[src/rtl/ahb_gpio_bridge_pkg.sv]
// Shared constants and types for the AHB-Lite to 4-group GPIO bridge.
package gpio_pkg;

  localparam int unsigned GROUP_NUM = 4;

  localparam logic [3:0] OFF_OUT = 4'h0;
  localparam logic [3:0] OFF_OEN = 4'h4;
  localparam logic [3:0] OFF_IN  = 4'h8;
  localparam logic [3:0] OFF_RSV = 4'hC;

  localparam logic [1:0] HTRANS_IDLE   = 2'b00;
  localparam logic [1:0] HTRANS_BUSY   = 2'b01;
  localparam logic [1:0] HTRANS_NONSEQ = 2'b10;
  localparam logic [1:0] HTRANS_SEQ    = 2'b11;

  localparam logic [2:0] HSIZE_BYTE = 3'd0;
  localparam logic [2:0] HSIZE_HALF = 3'd1;
  localparam logic [2:0] HSIZE_WORD = 3'd2;

  typedef enum logic [1:0] {IDLE, RD_SEL, RD_WAIT, RD_DONE} state_t;

  typedef enum logic [1:0] {REG_OUT, REG_OEN, REG_IN, REG_RSV} reg_t;

  // Sub-word offsets (e.g. a byte at 0x1) select the register of their word.
  function automatic reg_t decode_off(input logic [3:0] off);
    case (off & 4'hC)
      OFF_OUT: return REG_OUT;
      OFF_OEN: return REG_OEN;
      OFF_IN:  return REG_IN;
      default: return REG_RSV;
    endcase
  endfunction

endpackage

[src/rtl/ahb_gpio_bridge_if.sv]
// AHB-Lite slave-side signal bundle for the GPIO bridge.
interface ahb_gpio_bridge_if;
  logic        HSEL;
  logic [31:0] HADDR;
  logic [1:0]  HTRANS;
  logic [2:0]  HSIZE;
  logic        HWRITE;
  logic [31:0] HWDATA;
  logic        HREADY;
  logic        HREADYOUT;
  logic [31:0] HRDATA;
  logic        HRESP;

  modport master (
    output HSEL, HADDR, HTRANS, HSIZE, HWRITE, HWDATA, HREADY,
    input  HREADYOUT, HRDATA, HRESP
  );

  modport slave (
    input  HSEL, HADDR, HTRANS, HSIZE, HWRITE, HWDATA, HREADY,
    output HREADYOUT, HRDATA, HRESP
  );
endinterface

[src/rtl/ahb_gpio_bridge_byte_strobe.sv]
// Byte-lane strobe from HSIZE and the low address bits; sizes above word act as word.
module ahb_byte_strobe
  import gpio_pkg::*;
(
  input  logic [2:0] size,
  input  logic [1:0] addr,
  output logic [3:0] strobe
);

  always_comb begin
    strobe = 4'b1111;
    case (size)
      HSIZE_BYTE: strobe = 4'b0001 << addr;
      HSIZE_HALF: strobe = 4'b0011 << {addr[1], 1'b0};
      default:    strobe = 4'b1111;
    endcase
  end

endmodule

[src/rtl/ahb_gpio_bridge.sv]
// AHB-Lite slave holding per-group GPIO shadows and sequencing group_id toward the GPIO block.
module ahb_gpio_bridge
  import gpio_pkg::*;
#(
  parameter int unsigned GROUP_W = 4
) (
  input  logic                clk,
  input  logic                RST,
  ahb_gpio_bridge_if.slave    bus,
  output logic [3:0]          write_byte,
  output logic [GROUP_W-1:0]  group_id,
  output logic [31:0]         o_ena,
  output logic [31:0]         o_dat,
  input  logic [31:0]         i_dat
);

  state_t      state;
  logic        hready_q;
  logic        dp_valid;
  logic        dp_write;
  logic [1:0]  dp_g;
  reg_t        dp_reg;
  logic [2:0]  dp_size;
  logic [1:0]  dp_addr;
  logic [3:0]  strobe;
  logic [31:0] rdata;
  logic        accept;
  logic        commit;
  logic        unused_inputs;

  logic [31:0] shadow_dat [GROUP_NUM];
  logic [31:0] shadow_en  [GROUP_NUM];

  assign accept = bus.HSEL & bus.HTRANS[1] & bus.HREADY;
  assign commit = dp_valid & dp_write & bus.HREADY;
  assign unused_inputs = ^{bus.HADDR[31:6], bus.HTRANS[0]};

  ahb_byte_strobe u_strobe (
    .size   (dp_size),
    .addr   (dp_addr),
    .strobe (strobe)
  );

  // Data-phase context; held while the slave stretches a read.
  always_ff @(posedge clk or posedge RST) begin
    if (RST) begin
      dp_valid <= 1'b0;
      dp_write <= 1'b0;
      dp_g     <= '0;
      dp_reg   <= REG_OUT;
      dp_size  <= '0;
      dp_addr  <= '0;
    end else if (bus.HREADY) begin
      dp_valid <= accept;
      if (accept) begin
        dp_write <= bus.HWRITE;
        dp_g     <= bus.HADDR[5:4];
        dp_reg   <= decode_off(bus.HADDR[3:0]);
        dp_size  <= bus.HSIZE;
        dp_addr  <= bus.HADDR[1:0];
      end
    end
  end

  always_ff @(posedge clk or posedge RST) begin
    if (RST) begin
      for (int unsigned i = 0; i < GROUP_NUM; i++) begin
        shadow_dat[i] <= '0;
        shadow_en[i]  <= '0;
      end
    end else if (commit) begin
      for (int unsigned b = 0; b < 4; b++) begin
        if (strobe[b]) begin
          if (dp_reg == REG_OUT) shadow_dat[dp_g][8*b +: 8] <= bus.HWDATA[8*b +: 8];
          if (dp_reg == REG_OEN) shadow_en[dp_g][8*b +: 8]  <= bus.HWDATA[8*b +: 8];
        end
      end
    end
  end

  // RD_SEL keeps group_id for one edge so a write committed as the read was
  // accepted still reaches its own group before the read group is selected.
  always_ff @(posedge clk or posedge RST) begin
    if (RST) begin
      state      <= IDLE;
      hready_q   <= 1'b1;
      group_id   <= '0;
      write_byte <= '0;
    end else begin
      write_byte <= '0;
      if (commit) begin
        group_id <= GROUP_W'(dp_g);
        if (dp_reg == REG_OUT || dp_reg == REG_OEN) write_byte <= strobe;
      end
      case (state)
        IDLE, RD_DONE: begin
          if (accept && !bus.HWRITE && decode_off(bus.HADDR[3:0]) == REG_IN) begin
            state    <= RD_SEL;
            hready_q <= 1'b0;
          end else begin
            state <= IDLE;
          end
        end
        RD_SEL: begin
          group_id <= GROUP_W'(dp_g);
          state    <= RD_WAIT;
        end
        RD_WAIT: begin
          state    <= RD_DONE;
          hready_q <= 1'b1;
        end
        default: state <= IDLE;
      endcase
    end
  end

  always_comb begin
    rdata = '0;
    if (state == RD_DONE) begin
      rdata = i_dat;
    end else if (dp_valid && !dp_write) begin
      case (dp_reg)
        REG_OUT: rdata = shadow_dat[dp_g];
        REG_OEN: rdata = shadow_en[dp_g];
        default: rdata = '0;
      endcase
    end
  end

  assign o_dat         = shadow_dat[group_id[1:0]];
  assign o_ena         = shadow_en[group_id[1:0]];
  assign bus.HREADYOUT = hready_q;
  assign bus.HRDATA    = rdata;
  assign bus.HRESP     = 1'b0;

endmodule

[src/flat_wrapper.sv]
// flat-port wrapper written by rule: the top's interface ports become plain ports
module ahb_gpio_bridge_flat import gpio_pkg::*;
#(
  parameter int unsigned GROUP_W = 4
)
  (clk, RST, write_byte, group_id, o_ena, o_dat, i_dat, bus_HSEL, bus_HADDR, bus_HTRANS, bus_HSIZE, bus_HWRITE, bus_HWDATA, bus_HREADY, bus_HREADYOUT, bus_HRDATA, bus_HRESP);
  ahb_gpio_bridge_if bus_i ();
  input  logic clk;
  input  logic RST;
  output logic [3:0] write_byte;
  output logic [GROUP_W-1:0] group_id;
  output logic [31:0] o_ena;
  output logic [31:0] o_dat;
  input  logic [31:0] i_dat;
  input wire logic [$bits(bus_i.HSEL)-1:0] bus_HSEL;
  input wire logic [$bits(bus_i.HADDR)-1:0] bus_HADDR;
  input wire logic [$bits(bus_i.HTRANS)-1:0] bus_HTRANS;
  input wire logic [$bits(bus_i.HSIZE)-1:0] bus_HSIZE;
  input wire logic [$bits(bus_i.HWRITE)-1:0] bus_HWRITE;
  input wire logic [$bits(bus_i.HWDATA)-1:0] bus_HWDATA;
  input wire logic [$bits(bus_i.HREADY)-1:0] bus_HREADY;
  output wire logic [$bits(bus_i.HREADYOUT)-1:0] bus_HREADYOUT;
  output wire logic [$bits(bus_i.HRDATA)-1:0] bus_HRDATA;
  output wire logic [$bits(bus_i.HRESP)-1:0] bus_HRESP;
  assign bus_i.HSEL = bus_HSEL;
  assign bus_i.HADDR = bus_HADDR;
  assign bus_i.HTRANS = bus_HTRANS;
  assign bus_i.HSIZE = bus_HSIZE;
  assign bus_i.HWRITE = bus_HWRITE;
  assign bus_i.HWDATA = bus_HWDATA;
  assign bus_i.HREADY = bus_HREADY;
  assign bus_HREADYOUT = bus_i.HREADYOUT;
  assign bus_HRDATA = bus_i.HRDATA;
  assign bus_HRESP = bus_i.HRESP;
  ahb_gpio_bridge #(.GROUP_W(GROUP_W)) u_core (.clk(clk), .RST(RST), .bus(bus_i), .write_byte(write_byte), .group_id(group_id), .o_ena(o_ena), .o_dat(o_dat), .i_dat(i_dat));
endmodule
[config.mk]
export PLATFORM = sky130hd
export DESIGN_NAME = ahb_gpio_bridge_flat
export DESIGN_NICKNAME = d
export VERILOG_FILES = /design/src/rtl/ahb_gpio_bridge_pkg.sv /design/src/rtl/ahb_gpio_bridge_if.sv /design/src/rtl/ahb_gpio_bridge_byte_strobe.sv /design/src/rtl/ahb_gpio_bridge.sv /design/src/flat_wrapper.sv
export SDC_FILE = /design/constraint.sdc
export NUM_CORES = 1
export LEC_CHECK = 0
export CORE_MARGIN = 5
export CORE_UTILIZATION = 40
export CTS_CLUSTER_DIAMETER = 150
export DETAILED_ROUTE_END_ITERATION = 7
export PLACE_DENSITY = 0.73
export SLEW_MARGIN = 20
export SYNTH_ARGS = -nofsm -noshare
export SYNTH_HDL_FRONTEND = slang
export SYNTH_HIERARCHICAL = 1
export SYNTH_SLANG_ARGS = --single-unit
export TNS_END_PERCENT = 10
[constraint.sdc]
create_clock -name clk -period 12.25 [get_ports clk]
set_input_delay 2.45 -clock clk [delete_from_list [all_inputs] [get_ports clk]]
set_output_delay 2.45 -clock clk [all_outputs]
set_load 0.005 [all_outputs]
* After elaboration in Yosys (flattened, before gate mapping)
Index checks and enable logic that the tools add are counted.
Operators by class: $lt $le $gt $ge 3, bitwise gates (word level) 6, muxes and demuxes 64, eq/ne operators 9, shift-type cells 2, reductions and logical operators 16
Operators by type and width (count):
- 128-bit two-way mux | 22
- 128-bit bitwise mux | 8
- 32-bit two-way mux | 11
- 32-bit binary-select mux with 2-bit select | 4
- 32-bit demux with 2-bit select | 4
- 32-bit one-hot mux with 2 select lines | 1
- 24-bit two-way mux | 1
- 16-bit two-way mux | 1
- 4-bit two-way mux | 4
- 2-bit one-hot mux with 3 select lines | 2
- 2-bit equality test (second input constant) | 4
- 8-bit two-way mux | 1
- 4-bit one-hot mux with 2 select lines | 1
- 2-bit by 1-bit equality test with 1-bit output (second input constant) | 3
- 3-bit greater-or-equal comparator (second input constant) | 2
- 2-bit NOT with 3-bit output | 2
- 1-bit AND | 4
- 1-bit logical AND | 4
- 2-bit zero test | 2
- 4-bit zero test | 1
- 2-bit AND reduction | 2
- 2-bit nonzero test | 2
- 1-bit by 2-bit left shift with 4-bit output (first input constant) | 1
- 2-bit by 2-bit left shift with 4-bit output (first input constant) | 1
- 10 further kinds | 12
Word-level totals: register bits 278, logic and storage cells 118

* Logic depth before layout (Yosys ltp)
depth in word-level cells 20, gate-level depth with buffers 7, mapped depth without buffers 5

* By module
The synthesis kept the hierarchy.
By module, submodules not included:
- ahb_gpio_bridge | sequential area each 6907.9 sq um, cells each 1056, area each 15124.5 sq um, instances 1
- ahb_byte_strobe | sequential area each 0.0 sq um, cells each 8, area each 42.5 sq um, instances 1

* Worst setup path after synthesis
OpenSTA, ideal clock, no wires.
kind input port to output port, start input port i_dat[23], end output port bus_HRDATA[23], slack 6869 ps, arrival time 2931 ps, cell stages on the path 3, buffers on the path 0, cells stage by stage a21boi_0 a22o_1 o21ai_0
On the way: longest elaborated chain between the ends 1
RTL lines:
- start: declaration | RTL line flat_wrapper.sv:14 | input logic [31:0] i_dat;
- 32-bit two-way mux | RTL line ahb_gpio_bridge.sv:119 | if (state == RD_DONE) begin
- end: declaration | RTL line flat_wrapper.sv:23 | output wire logic [$bits(bus_i.HRDATA)-1:0] bus_HRDATA;
No other way between the ends.

* Worst setup path after layout
start input port i_dat[12], end output port bus_HRDATA[12]
Same word-level chain as after synthesis.

==> flow_summary.yaml <==
cts:
  numClockSinks: 276
  cts_setup_buffers: 0
  cts_hold_buf: 0
  path_clk_slew_ns: 0.06
  cts_buffers: 31
  cts_buffer_depth: 3
  clk_latency_ns: 0.56
  root_buffer: "clkbuf_16"
  htree_levels: 1
  cts_resized: 0
  cts_tree: "done"
sta:
  max_slew_margin: 0.239
  hold_viol_final: 0
  finalSetupTns_ns: 0
  maxSlewViolCount: 0
  tightestPinTransition_ns: 1.14
  rsz0062_at_grt: "false"
  fin_skew_ns: 0.0182
  period_needed_ns: 6.78
  fmax_ghz: 0.147
  fin_crit_sh: 0.554
  setup_viol: 0
place:
  place_hpwl_um: 25500
  dp_cells: 1690
  place_congestion: 0.733
  port-buffer-count: 181
drt:
  vias_per_cell: 5.78
  drcViolationCount: 0
  drt_iter0_drc: 424
  finalWirelength_um: 40500
  routed-via-count: 10100
  wl_per_cell_um: 23.2
  dr.pass1.iters: 5
  drtAntennaViolNets: 0
finish:
  layout-drive-gt1-share: 0.375
  finish.utilization: 0.487
  fin_nets: 1321
  n_fill_cell: 3251
  layout_commonest_cell: "dfrtp_1"
  synthToLayoutAreaGrowth_pct: 20.7
  top_regs: "u_core/shadow_dat (128), u_core/shadow_en (128), u_core/write_byte (4)"
  final_cells: 1746
  final_cell_mix: "dfrtp_1 (271), mux2_2 (264), clkdlybuf4s50_1 (181)"
logic_synthesis:
  synthTopCellsByArea: "dfrtp_1 (45%), mux2_2 (20%), mux4_2 (14%)"
  synth_xor_area_frac: 0
  yosysUniqueCellTypes: 51
  synth-edff-count: 0
  synth_area_um2: 15200
  synth_seq_cells: 276
  ys_seq_area_frac: 0.455
  synthArstFlopShare: 1.00
  synth_top_family_by_area: "multiplexers"
  avgSynthCellArea_um2: 14.3
  yosys.area.top_type: "dfrtp_1"
  synth_fa_ha_area_frac: 0.00247
  ys.flop_type: "dfrtp_1"
  syn_inst: 1064
  synth_top_area_frac: 0.454
  synthMuxAreaShare: 0.383
  synth_compound_gate_area_share: 0.0750
  synth-simple-area-share: 0.0556
  yosys_warnings: 6
global_route:
  grt_overflow: 0
  met2_usage: 0.324
  antenna_found_initial: 1
  grt_pass1_vias: 10900
  top_usage_layer: "met2"
  grt_pass1_wl_um: 64300
  grtUsageMet3: 0.0269
  grt_max_degree: 138
  track_usage: 0.194
  met1_usage: 0.273
setup_path:
  cp_cell_sequence: "clkdlybuf4s50_1 -> a21boi_0 -> a22o_1 -> o21ai_0 -> clkdlybuf4s50_1"
  r2r-end: "u_core/shadow_dat[91]"
  cp-start-kind: "input port"
  worstRegToRegCells: 4
  crit_type: "in -> out"
  cp_slowest_stage_delay_ns: 0.60
  cp_common_cell: "clkdlybuf4s50_1"
  r2r_slack_ns: 8.85
  r2r-start: "u_core/dp_g[0]"
  startpoint: "i_dat[12]"
  crit_slowest_cell: "clkdlybuf4s50_1"
  cp.required_ns: 9.80
  arrival_ns: 4.33
  end_kind: "output pin"
  endpoint: "bus_HRDATA[12]"
  path_max_fanout: 3
power:
  clock_power_share: 0.272
  p_leak_uw: 0.00804
  p_switching_uw: 993
  switching_share: 0.313
  power_frac_comb: 0.324
  p_int_uw: 2180
  peakVddDrop_mv: 0.143
  pwr-share-seq: 0.404
  power.density_nw_per_um2: 173
floorplanning:
  initial_core_util: 0.404
  core.rowCount: 71
  fp.dieH_um: 205
  io_pins: 212
  die_width_um: 205
  fp.coreArea_um2: 37600
  die_area_um2: 41900
run_status:
  status: "completed"
worst_hold_path:
  hold_path_class: "reg -> reg"
  min_from: "u_core/shadow_dat[116]"
flow_run:
  maxCapViolCount: 0
-- per-stage QoR --
step / setup WS [ns] / area [µm²] / total power [µW] / hold WS, ns
2_1_floorplan: 2.19 / 15200 / 1930 / 0.470
3_3_place_gp: 5.52 / 17400 / 2310 / 0.490
3_5_place_dp: 5.54 / 17400 / 2340 / 0.489
4_1_cts: 5.52 / 18300 / 3210 / 0.509
5_1_grt: 5.39 / 18300 / 3350 / 0.533
6_report: 5.47 / 18300 / 3170 / 0.511
-- layout make-up --
type,instances,area (µm²),share of cell area
Clock buffer,49,903,0.0493
Clock inverter,6,35.0,0.00191
Sequential cell,276,6920,0.378
Inverter,8,37.5,0.00205
Antenna cell,1,2.50,0.000137
Timing Repair Buffer,193,1900,0.104
Multi-Input combinational cell,702,7870,0.430
Tap cell,511,639,0.0349
-- critical path, delay by kind of cell --
| family | cells | cell delay (ns) |
|---|---|---|
| buffers and inverters | 2 | 1.15 |
| AO/OA/AOI/OAI | 3 | 0.74 |
-- worst min path at each step --
stage	to	slack [ns]	cells past startpoint
2_1_floorplan	u_core/shadow_dat[31]	0.47	1
3_3_place_gp	u_core/shadow_dat[116]	0.49	1
3_5_place_dp	u_core/bus.HREADYOUT	0.49	2
4_1_cts	u_core/bus.HREADYOUT	0.51	2
5_1_grt	u_core/bus.HREADYOUT	0.53	2
6_report	u_core/shadow_dat[116]	0.51	1
-- power groups by stage --
stage          clock network, µW  registers (µW)  logic (µW)
6_report                     865            1280        1030
5_1_grt                      924            1310        1110
4_1_cts                      887            1280        1040
3_5_place_dp                   0            1300        1040
3_3_place_gp                   0            1290        1020
2_1_floorplan                  0            1180         752
-- kinds of logic (layout without fill, tap and decap cells) --
group,Yosys count,after routing
muxes,427,427
other,1,4
AOI/OAI and AO/OA,170,170
adders and majority gates,3,3
buffers and inverters,88,256
and+or+nand+nor,99,99
DFF,276,276
-- routing by layer --
| metal | wire (µm) | vias to the layer above |
|---|---|---|
| met3 | 1840 | 51 |
| met1 | 18000 | 5349 |
| met4 | 810 | 2 |
| met5 | 7 | - |
| li1 | - | 4445 |
| met2 | 19800 | 253 |
-- synth_stat cells, types with 27 or more instances --
cell,number
a21oi_1,32
clkbuf_1,27
mux2i_1,64
mux2_2,264
mux4_2,96
a22o_1,32
dfrtp_1,275
nand3_1,33
a22oi_1,32
o21ai_0,35
a21boi_0,32
buf_2,32
No activity file was read; power rests on OpenSTA's default activity.
